[config.mk]
export PLATFORM = sky130hd
export DESIGN_NAME = timer_digit_loader
export DESIGN_NICKNAME = d
export VERILOG_FILES = /design/src/rtl/timer_pkg.sv /design/src/rtl/bcd_digit_dec.sv /design/src/rtl/timer_digit_loader.sv
export SDC_FILE = /design/constraint.sdc
export NUM_CORES = 1
export LEC_CHECK = 0
export CAP_MARGIN = 10
export CORE_ASPECT_RATIO = 1.4
export CORE_MARGIN = 1.5
export CORE_UTILIZATION = 35
export DETAILED_ROUTE_END_ITERATION = 16
export PLACE_DENSITY = 0.58
export SLEW_MARGIN = 20
export SYNTH_ARGS = -nofsm -noshare
export SYNTH_HDL_FRONTEND = slang
export SYNTH_SLANG_ARGS = --single-unit
[constraint.sdc]
create_clock -name clock -period 2.15 [get_ports clock]
set_input_delay 0.215 -clock clock [delete_from_list [all_inputs] [get_ports clock]]
set_output_delay 0.215 -clock clock [all_outputs]
set_load 0.03 [all_outputs]
[src/rtl/timer_pkg.sv]
// +--------------------------------------------------------------------------+
// | timer_pkg: shared states, BCD constants and digit type for the timer.     |
// | Revision: 1.0                                                             |
// +--------------------------------------------------------------------------+
`default_nettype none

package timer_pkg;

  typedef enum logic [1:0] {
    ST_IDLE  = 2'd0,
    ST_RUN   = 2'd1,
    ST_PAUSE = 2'd2,
    ST_DONE  = 2'd3
  } state_t;

  typedef logic [3:0] bcd_t;

  localparam bcd_t BCD_MAX      = 4'd9;
  localparam bcd_t SEC_TENS_MAX = 4'd5;

endpackage

`default_nettype wire

[src/rtl/bcd_digit_dec.sv]
// +--------------------------------------------------------------------------+
// | bcd_digit_dec: combinational single-digit decrementer with borrow chain.  |
// | Revision: 1.0                                                             |
// +--------------------------------------------------------------------------+
`default_nettype none

module bcd_digit_dec
  import timer_pkg::*;
(
  input  bcd_t digit,
  input  logic borrow_in,
  input  bcd_t wrap,
  output bcd_t next_digit,
  output logic borrow_out
);

  always_comb begin
    next_digit = digit;
    borrow_out = 1'b0;
    if (borrow_in) begin
      if (digit == 4'd0) begin
        next_digit = wrap;
        borrow_out = 1'b1;
      end else begin
        next_digit = digit - 4'd1;
      end
    end
  end

endmodule

`default_nettype wire

[src/rtl/timer_digit_loader.sv]
// +--------------------------------------------------------------------------+
// | timer_digit_loader: keypad digit entry into MM:SS and 1 Hz countdown.     |
// | Option macro: TIMER_SEC_CLAMP_EN (clamp sec_tens to 5 on entry to RUN).  |
// | Revision: 1.0                                                             |
// +--------------------------------------------------------------------------+
`default_nettype none

module timer_digit_loader
  import timer_pkg::*;
(
  input  logic       clock,
  input  logic       reset,
  input  logic [3:0] dados,
  input  logic       loadn,
  input  logic       pgt_1Hz,
  input  logic       start,
  input  logic       pause,
  input  logic       clear,
  output logic [3:0] min_tens,
  output logic [3:0] min_ones,
  output logic [3:0] sec_tens,
  output logic [3:0] sec_ones,
  output logic       running,
  output logic       done
);

  state_t state, state_nxt;
  bcd_t   mt_q, mo_q, st_q, so_q;
  bcd_t   mt_n, mo_n, st_n, so_n;
  bcd_t   mt_dec, mo_dec, st_dec, so_dec;
  logic   b_so, b_st, b_mo, b_mt;
  logic   loadn_d, running_q, done_q;
  logic   accept, nonzero, dec_zero;

  function automatic bcd_t run_sec_tens(input bcd_t v);
`ifdef TIMER_SEC_CLAMP_EN
    return (v > SEC_TENS_MAX) ? SEC_TENS_MAX : v;
`else
    return v;
`endif
  endfunction

  bcd_digit_dec u_dec_so (.digit(so_q), .borrow_in(1'b1), .wrap(BCD_MAX),
                          .next_digit(so_dec), .borrow_out(b_so));
  bcd_digit_dec u_dec_st (.digit(st_q), .borrow_in(b_so), .wrap(SEC_TENS_MAX),
                          .next_digit(st_dec), .borrow_out(b_st));
  bcd_digit_dec u_dec_mo (.digit(mo_q), .borrow_in(b_st), .wrap(BCD_MAX),
                          .next_digit(mo_dec), .borrow_out(b_mo));
  bcd_digit_dec u_dec_mt (.digit(mt_q), .borrow_in(b_mo), .wrap(BCD_MAX),
                          .next_digit(mt_dec), .borrow_out(b_mt));

  always_comb begin
    state_nxt = state;
    mt_n      = mt_q;
    mo_n      = mo_q;
    st_n      = st_q;
    so_n      = so_q;
    accept    = !loadn && loadn_d && (dados <= BCD_MAX);
    nonzero   = |{mt_q, mo_q, st_q, so_q};
    // A borrow out of the top digit would mean underflow; treat it as expiry.
    dec_zero  = ({mt_dec, mo_dec, st_dec, so_dec} == 16'h0000) || b_mt;

    if (clear) begin
      {mt_n, mo_n, st_n, so_n} = 16'h0000;
      state_nxt = ST_IDLE;
    end else begin
      unique case (state)
        ST_IDLE: begin
          if (accept) begin
            {mt_n, mo_n, st_n, so_n} = {mo_q, st_q, so_q, dados};
          end else if (start && nonzero) begin
            st_n      = run_sec_tens(st_q);
            state_nxt = ST_RUN;
          end
        end
        ST_RUN: begin
          if (pgt_1Hz) begin
            if (dec_zero) begin
              {mt_n, mo_n, st_n, so_n} = 16'h0000;
              state_nxt = ST_DONE;
            end else begin
              {mt_n, mo_n, st_n, so_n} = {mt_dec, mo_dec, st_dec, so_dec};
              if (pause) state_nxt = ST_PAUSE;
            end
          end else if (pause) begin
            state_nxt = ST_PAUSE;
          end
        end
        ST_PAUSE: begin
          if (start) begin
            st_n      = run_sec_tens(st_q);
            state_nxt = ST_RUN;
          end
        end
        ST_DONE: begin
          if (accept) begin
            {mt_n, mo_n, st_n, so_n} = {12'h000, dados};
            state_nxt = ST_IDLE;
          end
        end
        default: state_nxt = ST_IDLE;
      endcase
    end
  end

  always_ff @(posedge clock) begin
    if (reset) begin
      state     <= ST_IDLE;
      mt_q      <= 4'd0;
      mo_q      <= 4'd0;
      st_q      <= 4'd0;
      so_q      <= 4'd0;
      loadn_d   <= 1'b1;
      running_q <= 1'b0;
      done_q    <= 1'b0;
    end else begin
      state     <= state_nxt;
      mt_q      <= mt_n;
      mo_q      <= mo_n;
      st_q      <= st_n;
      so_q      <= so_n;
      loadn_d   <= loadn;
      running_q <= (state_nxt == ST_RUN);
      done_q    <= (state_nxt == ST_DONE);
    end
  end

  assign min_tens = mt_q;
  assign min_ones = mo_q;
  assign sec_tens = st_q;
  assign sec_ones = so_q;
  assign running  = running_q;
  assign done     = done_q;

endmodule

`default_nettype wire
-- After elaboration in Yosys (flattened, before gate mapping)
Index checks and enable logic that the tools add are counted.
- register bits: 21
- output and inout bits: 18
- add/subtract/negate cells: 4
- order comparisons: 1
- equality and inequality tests: 9
- mux-type cells: 40
- bitwise operators: 1
- reductions and logical operators: 19
- operators by type and width (operator ; count):
    $mux W4 ; 20
    $pmux W4 S3 ; 3
    $logic_not A16 Y1 ; 1
    $logic_not A4 Y1 ; 4
    $mux W2 ; 8
    $reduce_or A16 Y1 ; 1
    $sub A4 B1 Y4 const B ; 4
    $pmux W2 S4 ; 1
    $pmux W4 S2 ; 1
    $reduce_and A4 Y1 ; 2
    $mux W1 ; 7
    $eq A2 B2 Y1 const B ; 3
    $ne A2 B2 Y1 const B ; 3
    $eq A2 B1 Y1 const B ; 2
    $le A4 B4 Y1 const B ; 1
    $reduce_or A2 Y1 ; 2
    $logic_and A1 B1 Y1 ; 3
    $reduce_and A3 Y1 ; 1
    $reduce_bool A3 Y1 ; 1
    $logic_not A2 Y1 ; 1
    $ne A2 B1 Y1 const B ; 1
    $reduce_bool A2 Y1 ; 1
    $logic_not A1 Y1 ; 1
    $logic_or A1 B1 Y1 ; 1
    $not A1 Y1 ; 1

-- Longest topological paths before layout
Gate-level depths: netlist of the first run.
- depth after elaboration: 12
- mapped depth: 10

-- Modules after synthesis
A second synthesis of the first run with hierarchy kept.
- cells, all modules: 231
- area, all modules: 1770.4 µm²
- by module, submodules not included (module ; instances ; cells an instance ; area an instance (µm²)):
    timer_digit_loader ; 1 ; 139 ; 1129.8
    bcd_digit_dec ; 4 ; 23 ; 160.2

-- Worst setup path after synthesis of the first run
OpenSTA, ideal clock, no wires.
- kind: register to register
- start point: reg so_q[3] (netlist: sec_ones[3])
- end point: reg mt_q[2] (netlist: min_tens[2])
- setup time: 0.123 ns
- data arrival time: 2.256 ns
- data required time: 2.027 ns
- slack: -0.229 ns
- stages on the path, launching flop included: 8
- buffers on the path: 1
- cell sequence: dfxtp_1 > buf_6 > or4_4 > or4_1 > o31ai_2 > o31ai_1 > a221oi_1 > nor2_1
- cells in the longest elaborated chain, start to end: 10
- elaborated cells between the ends (all ways): 15
- those cells by class: 1 x add/sub; 11 x mux; 3 x reduce/logical
- RTL lines (item ; line ; text):
    from (decl) ; timer_digit_loader.sv:28 ; bcd_t mt_q, mo_q, st_q, so_q;
    from (signal assigned) ; timer_digit_loader.sv:121 ; so_q <= so_n;
    $logic_not A4 Y1 ; bcd_digit_dec.sv:21 ; if (digit == 4'd0) begin
    $mux W1 ; bcd_digit_dec.sv:21 ;
    $mux W1 (2 in a row) ; bcd_digit_dec.sv:20 ; if (borrow_in) begin
    $mux W4 ; bcd_digit_dec.sv:20 ;
    $logic_not A16 Y1 ; timer_digit_loader.sv:61 ; dec_zero = ({mt_dec, mo_dec, st_dec, so_dec} == 16'h0000) || b_mt;
    $logic_or A1 B1 Y1 ; timer_digit_loader.sv:61 ;
    $mux W4 * ; timer_digit_loader.sv:78 ; if (dec_zero) begin
    $mux W4 * ; timer_digit_loader.sv:77 ; if (pgt_1Hz) begin
    $pmux W4 S3 * ; timer_digit_loader.sv:67 ; unique case (state)
    to (signal assigned) ; timer_digit_loader.sv:118 ; mt_q <= mt_n;
    to (decl) ; timer_digit_loader.sv:28 ;
Every way passes the cells marked *; elsewhere a longest branch is shown, timed or not. The select of a mux whose other input is x is not followed.
A chain may end at the register's enable or synchronous reset.

-- Worst setup path in the final report of the first run
- start point: reg so_q[3] (netlist: sec_ones[3])
- end point: reg mo_q[3] (netlist: min_ones[3])
- cells in the longest elaborated chain, start to end: 10
- elaborated cells between the ends (all ways): 15
- those cells by class: 1 x add/sub; 11 x mux; 3 x reduce/logical
- RTL lines (item ; line ; text):
    $logic_not A4 Y1 ; bcd_digit_dec.sv:21 ;
    $mux W1 ; bcd_digit_dec.sv:21 ;
    $mux W1 (2 in a row) ; bcd_digit_dec.sv:20 ;
    $mux W4 ; bcd_digit_dec.sv:20 ;
    $logic_not A16 Y1 ; timer_digit_loader.sv:61 ;
    $logic_or A1 B1 Y1 ; timer_digit_loader.sv:61 ;
    $mux W4 * ; timer_digit_loader.sv:78 ;
    $mux W4 * ; timer_digit_loader.sv:77 ;
    $pmux W4 S3 * ; timer_digit_loader.sv:67 ;
    to (signal assigned) ; timer_digit_loader.sv:119 ; mo_q <= mo_n;
    to (decl) ; timer_digit_loader.sv:28 ;
Marked as above.

==> results of run 1 <==
layout make-up:
class	count	area, sq um
clock buffers	4	45.0
fillers	417	1940
inverters	14	52.6
multi-input cells	168	1180
flip-flops and latches	21	429
well taps	60	75.1
repair buffers	69	588
power groups by stage:
stage                     Sequential (mW)  Combinational (mW)  Clock, mW
after floorplan                     0.431               0.148          0
after global placement              0.414               0.300          0
after detailed placement            0.415               0.298          0
after CTS                           0.406               0.322      0.271
after global routing                0.407               0.362      0.288
final                               0.406               0.336      0.265
cell families (layout without fill, tap and decap cells):
family          Yosys count  after routing
simple gates             81             81
compound gates           79             79
buf+inv                  27             87
flops                    21             21
fa+ha+maj                 5              5
mux                       3              3
state kept, by name, indices dropped and copies added (netlist names):
name / cells
done: 1
loadn_d: 1
min_ones: 4
min_tens: 4
running: 1
sec_ones: 4
sec_tens: 4
state: 2
per-stage QoR:
step                      area, sq um  utilization  hold slack [ps]  setup WS [ps]
after floorplan                  1610            -              287           -141
final                            2370        0.550              565          -31.6
after CTS                        2310        0.537              567          -43.0
after global placement           2210        0.513              587          -90.1
after global routing             2370        0.550              586           -117
after detailed placement         2210        0.513              596          -94.1
timing repair:
action                     4_1_cts  5_1_grt
buffers inserted                 1        0
cloned                           0        0
pin swaps                        2        3
hold buffers                     0        0
setup endpoints to repair        9       12
gates resized for setup          8       13
layout by cell type (no fill, tap or decap), types with 4 or more instances in the layout:
cell	Yosys	final
a21oi_1	19	18
o21ai_1	2	4
buf_4	0	41
or3_1	5	4
nand2_1	10	10
a221oi_1	5	4
a31oi_1	4	4
dfxtp_1	21	18
inv_1	14	14
ha_1	5	5
clkdlybuf4s50_1	0	28
o211ai_1	4	4
nor2b_1	4	4
o21ai_0	18	16
nor3_1	9	8
nor2_1	24	23
nand3_1	6	5
metal layers:
metal  part of all wire  wire, um  global-route usage  up-vias
met5                  0         0                   0        -
li1                   -         -                   -      936
met4              0.020       104              0.0788        0
met2               0.51      2680               0.365       50
met1               0.43      2220               0.267      896
met3              0.038       196              0.0312       11
worst paths after layout:
kind | start | endpoint | slack, ps
worst max register to register | sec_ones[3] | min_ones[3] | -30
worst min register to register | min_tens[0] | min_tens[0] | 610
worst max-delay path | sec_ones[3] | min_ones[3] | -30
worst min-delay path | loadn | loadn_d | 570
==> results.tsv, run 1 <==
metric	value	unit
RSZ-0062 raised after global routing	yes	
Synth async-reset ratio	0	
core area	4310	sq um
largest net degree at the start of global routing	13	
hold depth	2	
net count after synthesis	232	
critical path arrival	2360	ps
Cell Rows	28	
share of the synthesized area in the top cell type	0.264	
First DRT Iteration DRCs	95	
critical path class	register to register	
max incr delay on CP	550	ps
Slew Limit Fails	0	
Hold Path Class	primary input to register	
Overflow after GRT	0	
DR vias/cell	5.63	
drt total wl	5.20	mm
number of global-route vias before repair	1865	
Die Wd	60.1	um
CP max stage cell	or4_4	
multiplexer share of the synthesized area	0.0212	
TritonCTS clock tree	yes	
dpl hpwl	3.89	mm
Power Total	1.01	mW
first-pass GRT wire length	8.60	mm
Synth Area in Compound Gates	0.337	
Seq/Total Area, Yosys	0.264	
Switching Share	0.316	
Placed Cells incl. Taps	332	
max_cap viols	0	
CP startpoint kind	register	
Clk Tree Root Cell	clkbuf_8	
NetSw	0.318	mW
Syn Area/Cell	7.39	sq um
Synth Instances	216	
simple-gate portion of the synthesized area	0.271	
DRC errors left	0	
H-tree depth	1	
clock latency on the worst-skew pair	260	ps
Starting Density	0.370	
CP max FO	6	
Int Power	0.689	mW
Nets	293	
Max-slew headroom	0.460	
Crit path max-delay family	simple AND/OR/NAND/NOR gates	
main combinational cell family by area after synthesis	compound AO/OA/AOI/OAI gates	
GPL Wtd Cong	0.907	
Setup TNS	-111	ps
worst reg-to-reg path cell count	6	
Layout Cells excl Fill	336	
fin crit share	1.01	
Area Growth Syn to Fin	48.5	%
post-synthesis adder-cell area fraction	0.0392	
sequential share of power	0.403	
failing checks	setup timing	
clock sinks	21	
die footprint	4980	sq um
antenna-violating nets left	0	
clk_skew	5.29	ps
fraction of layout cells with a size suffix above 1	0.268	
crit path buf inv count	0	
Final Hold Viols	0	
Final setup viols	5	
Worst path depth	6	
Logic pwr share	0.334	
CP required	2320	ps
IO Pins	29	
CTS max path bufs	2	
status	finished, violations left	
n_diodes	0	
Synth warnings	0	
EDFF count, synth	0	
Leakage	0.905	nW
All-Layer GR Usage	0.216	
#FFs+latches synth	21	
Cell Pwr Density	425	nW/um^2
clock slew at reported path FFs	80	ps
final worst path period need	2180	ps
CTS buffer count	3	
WL per Instance	15.5	um
achievable clock frequency	458	MHz
clock power share	0.263	
Die Ht	82.9	um
DRT Pass-1 Iters	4	
most common cell in the netlist	nor2_1	
Post-Synth XOR/XNOR Area	0	
post-synth top area cell	dfxtp_1	
crit path cell chain	or4_4 -> nor4_4 -> a2111oi_4 -> a21bo_2 -> or3_1 -> a221oi_2	
Synth Cell Area	1600	sq um
Final WS setup	-31.6	ps
Worst-Margin Slew	806	ps
Synth Flop Type	dfxtp_1	
IO Port Bufs	28	
Worst VDD drop	0.239	mV
commonest cells in the netlist	nor2_1 (24), dfxtp_1 (21), a21oi_1 (19)	
synth unique cells	49	
Vias	1893	
initial antenna violation count	0	
Synth area leaders	dfxtp_1 (26%), a21oi_1 (6.0%), o21ai_0 (5.6%), nor2_1 (5.6%), ha_1 (3.9%)	
Worst Setup End Kind	register	
(Power assumes the default switching activity.)
==> inputs of run 2 (changes only) <==
Settings changed: GPL_TIMING_DRIVEN set to 0.
Clock period 2.15 ns to 2 ns, I/O delays scaled along.
==> run 2 against run 1 <==
  * The run still ends with setup timing left
  * Combinational power up 32%
  * Wire length up 4.6%
  * Utilization up 2.5 points
  * Flip-flop and latch count unchanged
  * Die area unchanged
  * Clock skew about the same
  * Non-clock buffer count down 12
  * Critical endpoint is now running
  * Highest routed layer unchanged
==> results.tsv, run 2 (synthesized netlist as in run 1, its figures left out) <==
metric	value	unit
status	finished, violations left	
failing checks	setup timing	
final instance area	2480	sq um
RR Endpoint	running	
clk_skew	5.68	ps
number of global-route vias before repair	1778	
DRC errors left	0	
Hold Path Class	register to register	
initial antenna violation count	0	
Die Ht	82.9	um
worst reg-to-reg path cell count	7	
worst hold path endpoint	min_tens[0]	
CTS buffer count	3	
clock slew at reported path FFs	90	ps
max_cap viols	0	
DRT Pass-1 Iters	4	
Cell Pwr Density	478	nW/um^2
core area	4310	sq um
final worst path period need	2290	ps
All-Layer GR Usage	0.217	
clock sinks	21	
DR vias/cell	5.93	
Cell Rows	28	
Clk Tree Root Cell	clkbuf_8	
RSZ-0062 raised after global routing	yes	
post-place setup slack	-730	ps
met3 WL	226	um
GPL Wtd Cong	0.838	
Worst VDD drop	0.182	mV
worst min-delay path startpoint	min_tens[0]	
IO Pins	29	
met2 routed WL	2.65	mm
Final WS setup	-288	ps
die footprint	4980	sq um
most frequent cells in the layout	clkdlybuf4s50_1 (28), nor2_1 (22), buf_4 (20)	
Area Growth Syn to Fin	55.2	%
FF-to-FF setup slack	-290	ps
CTS max path bufs	2	
beginning of the worst register-to-register path	sec_ones[1]	
Setup TNS	-2550	ps
H-tree depth	1	
hold depth	2	
CP startpoint kind	register	
n_diodes	0	
CP required	2170	ps
met1 WL	2.36	mm
largest net degree at the start of global routing	12	
most common cell after layout, fill and taps aside	clkdlybuf4s50_1	
Worst Setup End Kind	register	
Final Hold Viols	0	
Worst-Margin Slew	707	ps
critical path class	register to register	
TritonCTS clock tree	yes	
hold buffers post-CTS	0	
Overflow after GRT	0	
achievable clock frequency	437	MHz
antenna-violating nets left	0	
First DRT Iteration DRCs	120	
IO Port Bufs	28	
WL per Instance	16.8	um
Final setup viols	14	
clock latency on the worst-skew pair	270	ps
fin crit share	1.14	
Max-slew headroom	0.528	
critical path arrival	2460	ps
filler cell count	433	
DR top layer	met4	
fraction of layout cells with a size suffix above 1	0.311	
dpl hpwl	3.57	mm
Starting Density	0.370	
drt total wl	5.44	mm
Slew Limit Fails	0	
Leakage	0.882	nW
CP max FO	3	
Die Wd	60.1	um
Vias	1920	
first-pass GRT wire length	8.54	mm
fin util	0.575	
Nets	281	
Post-DP Area	1960	sq um
-- run 2: layout make-up --
type / count / area, sq um / share of cell area
well taps: 60 / 75.1 / 0.0303
flip-flops and latches: 21 / 444 / 0.179
multi-input cells: 168 / 1360 / 0.549
repair buffers: 51 / 468 / 0.189
plain buffers: 6 / 31.3 / 0.0126
clock buffers: 4 / 45.0 / 0.0182
inverters: 14 / 52.6 / 0.0212
-- run 2: where the power goes --
group	leakage, nW	switching [mW]	internal [mW]
clock network	0.0228	0.156	0.143
registers	0.176	0.0190	0.422
logic	0.683	0.218	0.227
total	0.882	0.393	0.792
-- run 2: through the flow --
step | hold WS, ps | cells | total power [mW]
5_1_grt | 540 | 324 | 1.24
2_1_floorplan | 272 | 216 | 0.622
4_1_cts | 508 | 317 | 1.12
3_5_place_dp | 539 | 304 | 0.712
6_report | 505 | 324 | 1.18
3_3_place_gp | 532 | 304 | 0.712
-- run 2: critical path, cell delays in order (launching register included) --
cell     delay, ps
dfxtp_2        330
or4_4          550
or4_4          480
o31ai_4        270
buf_4          170
a31o_4         190
a21oi_4         60
nor2b_1        140
-- run 2: worst max path at each step --
stage | slack, ps | endpoint | from
after floorplan | -290 | min_ones[3] | sec_ones[3]
after global placement | -720 | min_ones[3] | state[1]
after detailed placement | -730 | min_ones[3] | state[1]
after CTS | -320 | min_ones[3] | sec_ones[1]
after global routing | -310 | running | sec_ones[1]
final | -290 | running | sec_ones[1]
-- run 2: repair_timing --
action,CTS,global route
endpoints found under the setup margin,20,19
gates resized for setup,48,26
pin swaps,19,9
setup buffers,15,9
-- run 2: metal layers --
layer | up-vias | track usage
met3 | 25 | 0.0327
li1 | 914 | -
met1 | 905 | 0.290
met2 | 76 | 0.323
met4 | 0 | 0.123
met5 | - | 0
